### src/rtl/io_pkg.sv
// rtl/io_pkg.sv - shared widths and depths for the processor I/O port unit
package io_pkg;
    localparam int IO_WIDTH      = 16;
    localparam int IO_FIFO_DEPTH = 4;
    localparam int IO_PTR_W      = $clog2(IO_FIFO_DEPTH);
endpackage

### src/rtl/sync_fifo.sv
// rtl/sync_fifo.sv - single-clock FIFO with combinational head and occupancy count
module sync_fifo #(
    parameter int WIDTH = 16,
    parameter int DEPTH = 4
) (
    input  logic                     clk,
    input  logic                     reset,
    input  logic                     push,
    input  logic [WIDTH-1:0]         wdata,
    input  logic                     pop,
    output logic [WIDTH-1:0]         head,
    output logic [$clog2(DEPTH):0]   count,
    output logic                     full,
    output logic                     empty
);
    localparam int PTR_W = $clog2(DEPTH);
    localparam int CNT_W = PTR_W + 1;
    localparam logic [CNT_W-1:0] FULL_CNT = CNT_W'(DEPTH);

    logic [WIDTH-1:0] r_mem [DEPTH];
    logic [PTR_W-1:0] r_wr_ptr;
    logic [PTR_W-1:0] r_rd_ptr;
    logic [CNT_W-1:0] r_count;
    logic             w_do_push;
    logic             w_do_pop;

    // Fullness and emptiness come from the pre-edge count, so a same-cycle
    // pop never frees a slot for a same-cycle push.
    assign full      = (r_count == FULL_CNT);
    assign empty     = (r_count == '0);
    assign w_do_push = push && !full;
    assign w_do_pop  = pop && !empty;
    assign head      = r_mem[r_rd_ptr];
    assign count     = r_count;

    always_ff @(posedge clk) begin
        if (reset && w_do_push) begin
            r_mem[r_wr_ptr] <= wdata;
        end
    end

    always_ff @(posedge clk) begin
        if (!reset) begin
            r_wr_ptr <= '0;
            r_rd_ptr <= '0;
            r_count  <= '0;
        end else begin
            if (w_do_push) begin
                r_wr_ptr <= r_wr_ptr + PTR_W'(1);
            end
            if (w_do_pop) begin
                r_rd_ptr <= r_rd_ptr + PTR_W'(1);
            end
            if (w_do_push && !w_do_pop) begin
                r_count <= r_count + CNT_W'(1);
            end else if (w_do_pop && !w_do_push) begin
                r_count <= r_count - CNT_W'(1);
            end
        end
    end
endmodule

### src/rtl/io_port_unit.sv
// rtl/io_port_unit.sv - processor OUT/IN port unit: two FIFOs plus handshake and stall logic
module io_port_unit
    import io_pkg::*;
#(
    parameter int WIDTH = IO_WIDTH,
    parameter int DEPTH = IO_FIFO_DEPTH
) (
    input  logic             clk,
    input  logic             reset,
    input  logic             out_en,
    input  logic [WIDTH-1:0] out_data,
    input  logic             in_en,
    output logic [WIDTH-1:0] in_data,
    output logic             io_stall,
    output logic [WIDTH-1:0] port_out_data,
    output logic             port_out_valid,
    input  logic             port_out_ready,
    input  logic [WIDTH-1:0] port_in_data,
    input  logic             port_in_valid,
    output logic             port_in_ready
);
    localparam int CNT_W = $clog2(DEPTH) + 1;

    logic [WIDTH-1:0] w_out_head;
    logic [CNT_W-1:0] w_out_count;
    logic             w_out_full;
    logic             w_out_empty;
    logic             w_out_push;
    logic             w_out_pop;

    logic [WIDTH-1:0] w_in_head;
    logic [CNT_W-1:0] w_in_count;
    logic             w_in_full;
    logic             w_in_empty;
    logic             w_in_push;
    logic             w_in_pop;

    // Every handshake is qualified by reset so nothing completes in a reset cycle.
    assign w_out_push     = reset && out_en && !w_out_full;
    assign w_out_pop      = reset && port_out_ready && !w_out_empty;
    assign port_out_valid = reset && (w_out_count != '0);
    assign port_out_data  = w_out_head;

    assign port_in_ready  = reset && (w_in_count < CNT_W'(DEPTH));
    assign w_in_push      = reset && port_in_valid && !w_in_full;
    assign w_in_pop       = reset && in_en && !w_in_empty;
    assign in_data        = w_in_pop ? w_in_head : '0;

    assign io_stall = reset && ((out_en && w_out_full) || (in_en && w_in_empty));

    sync_fifo #(.WIDTH(WIDTH), .DEPTH(DEPTH)) u_out_fifo (
        .clk   (clk),
        .reset (reset),
        .push  (w_out_push),
        .wdata (out_data),
        .pop   (w_out_pop),
        .head  (w_out_head),
        .count (w_out_count),
        .full  (w_out_full),
        .empty (w_out_empty)
    );

    sync_fifo #(.WIDTH(WIDTH), .DEPTH(DEPTH)) u_in_fifo (
        .clk   (clk),
        .reset (reset),
        .push  (w_in_push),
        .wdata (port_in_data),
        .pop   (w_in_pop),
        .head  (w_in_head),
        .count (w_in_count),
        .full  (w_in_full),
        .empty (w_in_empty)
    );
endmodule

### config.mk
export PLATFORM = sky130hd
export DESIGN_NAME = io_port_unit
export DESIGN_NICKNAME = d
export VERILOG_FILES = /design/src/rtl/io_pkg.sv /design/src/rtl/sync_fifo.sv /design/src/rtl/io_port_unit.sv
export SDC_FILE = /design/constraint.sdc
export NUM_CORES = 1
export LEC_CHECK = 0
export BUFFER_PORTS_ARGS = -buffer_cell sky130_fd_sc_hd__buf_4
export CAP_MARGIN = 40
export CORE_MARGIN = 1
export CORE_UTILIZATION = 37
export CTS_CLUSTER_DIAMETER = 50
export DETAILED_ROUTE_END_ITERATION = 8
export PLACE_DENSITY = 0.62
export SLEW_MARGIN = 20
export SYNTH_ARGS = -nofsm -noshare
export SYNTH_HDL_FRONTEND = slang
export SYNTH_HIERARCHICAL = 1
export SYNTH_SLANG_ARGS = --single-unit
### constraint.sdc
create_clock -name clk -period 3.5 [get_ports clk]
set_clock_uncertainty 0.2 [all_clocks]
set_input_delay 0.35 -clock clk [delete_from_list [all_inputs] [get_ports clk]]
set_output_delay 0.35 -clock clk [all_outputs]
set_load 0.005 [all_outputs]
==> impl_metrics.json <==
{
  "outcome": "finished clean",
  "fin_crit_sh_pct": 80.34,
  "hold_viol_final": 0,
  "grt_pass1_vias": 3148,
  "yosys-top-cells-area": "edfxtp_1, mux4_2, dfxtp_1",
  "fin_crit_ns": 2.812,
  "yosys_register_bits": 146,
  "drive_above_1_share_pct": 34.66,
  "required_ns": 3.64,
  "clk_latency_ns": 0.41,
  "cts.path.max_buffers": 2,
  "grt_pass1_wl_um": 16170,
  "timing.critical_path.buf_inv": 1,
  "cts_tree": "built",
  "cts-root-buf": "clkbuf_16",
  "route.vias.total": 2947,
  "die_y_um": 127.3,
  "syn2layout_area_growth_pct": 28.13,
  "p_per_area_mw_per_mm2": 565.0,
  "layout_commonest_cell": "edfxtp_1",
  "viasPerCell": 4.619,
  "wirelength_um": 10310,
  "post_cts_buffers": 0,
  "multi_input_area_mm2": 0.001446,
  "layout.nets": 464,
  "path_class": "flop to flop",
  "hold_path_class": "input pin to flop",
  "rows": 45,
  "port_buffers": 72,
  "start_kind": "flop",
  "fmax_mhz": 355.6,
  "drtIter0Drc": 174,
  "path_delay_family": "simple AND/OR/NAND/NOR gates",
  "synth_largest_area_cell": "edfxtp_1",
  "cts.htree.levels": 4,
  "synth_top_area_share_pct": 66.22,
  "rsz0062_at_grt": "no",
  "antenna_found_initial": 0,
  "grt.overflow.total": 0,
  "crit_path_top_delay_cell": "and3b_1",
  "start_util_pct": 38.04,
  "fp.dieW_um": 127.3,
  "p_leak_uw": 0.002637,
  "grt_max_degree": 36,
  "drc_errors": 0,
  "cp_cell_sequence": "nor3_1, and3b_1, o31ai_2, ha_1, inv_1, fa_1, xor2_1, or3_1, a21boi_1",
  "synth-seq-area-share_pct": 72.43,
  "synth_cells": 293,
  "synth_nets": 343,
  "nFillCells": 1285,
  "clkSlewWorstSetupHoldPaths_ns": 0.06,
  "avgSynthCellArea_um2": 19.81,
  "dieArea_mm2": 0.01619,
  "detail_route.wl_per_cell_um": 16.16,
  "holdWs_ns": 0.1423,
  "power_uw": 4202,
  "finalSetupTns_ns": 0,
  "cts_made_buffers": 17,
  "max-cap-violations": 0,
  "gp_congestion": 0.7012,
  "n_antenna_cell": 0,
  "critPathMaxStageDelay_ns": 0.44,
  "track_usage_pct": 13.78,
  "cp_max_fo": 18,
  "slew_headroom_pct": 54.26,
  "core_area_mm2": 0.01526,
  "slew_violations": 0,
  "yosys.cell_types.count": 29,
  "cp-end-kind": "flop",
  "io_pins": 73,
  "cp.arrival_ns": 2.96,
  "finalSetupViolCount": 0,
  "ant_nets": 0,
  "ys_warn_count": 6,
  "dp_hpwl_um": 6142,
  "cts_sinks": 146,
  "final_cell_mix": "edfxtp_1, buf_4, dlygate4sd3_1, mux4_2, and2_1",
  "synth_area_mm2": 0.005804,
  "drt_pass1_iterations": 4,
  "register_area_mm2": 0.004204,
  "vdd_drop_max_mv": 0.3557,
  "max_slew.worst_pin.slew_ns": 0.6861
}
==> per-layer routing <==
| layer | up-vias | part of all wire (%) | track usage [%] |
|---|---|---|---|
| met1 | 1474 | 43 | 15.79 |
| met2 | 66 | 52 | 23.92 |
| li1 | 1398 | - | - |
| met5 | - | 0 | 0 |
| met3 | 9 | 3.8 | 4.104 |
| met4 | 0 | 1.3 | 6.092 |
==> flip-flops by register name, summed over array words and instances (netlist names), named ones only <==
register / count
u_in_fifo/r_mem: 64
u_out_fifo/r_mem: 64
u_in_fifo/count: 3
u_out_fifo/count: 3
u_in_fifo/r_rd_ptr: 2
u_in_fifo/r_wr_ptr: 2
u_out_fifo/r_rd_ptr: 2
u_out_fifo/r_wr_ptr: 2
==> metrics by stage <==
step	utilization, %	std cells	instance area [um^2]	setup WS, ns
after floorplan	-	293	5804	0.9332
after global placement	42.94	572	6553	0.7252
after CTS	48.54	636	7407	0.6354
after global routing	48.74	638	7437	0.4765
final	48.74	638	7437	0.6882
after detailed placement	42.94	572	6553	0.6548
==> area by class of cell <==
cell class | count | area share, %
flip-flops and latches | 146 | 56.53
multi-input cells | 127 | 19.45
repair buffers | 116 | 12.99
clock buffers | 18 | 5.771
well taps | 211 | 3.550
clock inverters | 14 | 1.413
inverters | 6 | 0.3028
==> timing repair <==
item	in CTS	in global routing
hold buffers	32	0
resized for setup	0	0
endpoints found under the hold margin	128	0
==> cells in the mapped netlist <==
cell,n
buf_2,4
buf_12,2
o31a_1,1
nand2_1,11
edfxtp_1,128
mux4_2,32
a22oi_1,1
o31ai_2,2
dfxtp_1,18
or3_1,2
mux2i_1,6
and3_1,8
and3b_1,1
clkbuf_1,2
o311ai_1,2
nor2b_1,6
buf_4,1
xor2_1,2
xnor2_1,6
nor2_1,3
fa_1,2
o21ai_0,2
nor3_1,2
ha_1,10
a21boi_1,2
and2_1,24
nor3b_2,2
inv_1,6
buf_6,5
==> power by group <==
| part | leakage [uW] | switching, uW | total [uW] | internal [uW] |
|---|---|---|---|---|
| combinational | 0.00108 | 239 | 543 | 304 |
| clock | 0.000254 | 707 | 1620 | 914 |
| sequential | 0.00130 | 66.3 | 2040 | 1970 |
==> kinds of logic (layout without fill, tap and decap cells) <==
| family | after synthesis | count (layout) | synth area share (%) |
|---|---|---|---|
| buf+inv | 20 | 154 | 2.651 |
| simple gates | 59 | 59 | 5.971 |
| xor+xnor | 8 | 8 | 1.207 |
| flops | 146 | 146 | 72.43 |
| fa+ha+maj | 12 | 12 | 2.845 |
| mux | 38 | 38 | 13.45 |
| compound gates | 10 | 10 | 1.444 |
==> worst reg2reg max path, delay by kind of cell, from the launching register on <==
kind	cells	cell delay, ns
AND/OR/NAND/NOR	3	1.01
adder cells (fa/ha/maj)	2	0.60
flip-flops	1	0.39
AO/OA/AOI/OAI	2	0.32
XOR/XNOR	1	0.16
buffers and inverters	1	0.06
==> worst paths after layout <==
check / start / endpoint / slack [ns] / cells after the start
max: u_in_fifo/count[0] / u_in_fifo/count[2] / 0.69 / 9
min: reset / u_out_fifo/r_wr_ptr[1] / 0.14 / 3
max reg2reg: u_in_fifo/count[0] / u_in_fifo/count[2] / 0.69 / 9
min reg2reg: u_in_fifo/r_wr_ptr[1] / u_in_fifo/r_wr_ptr[1] / 0.30 / 2
Power figures use the tool's default switching activity.
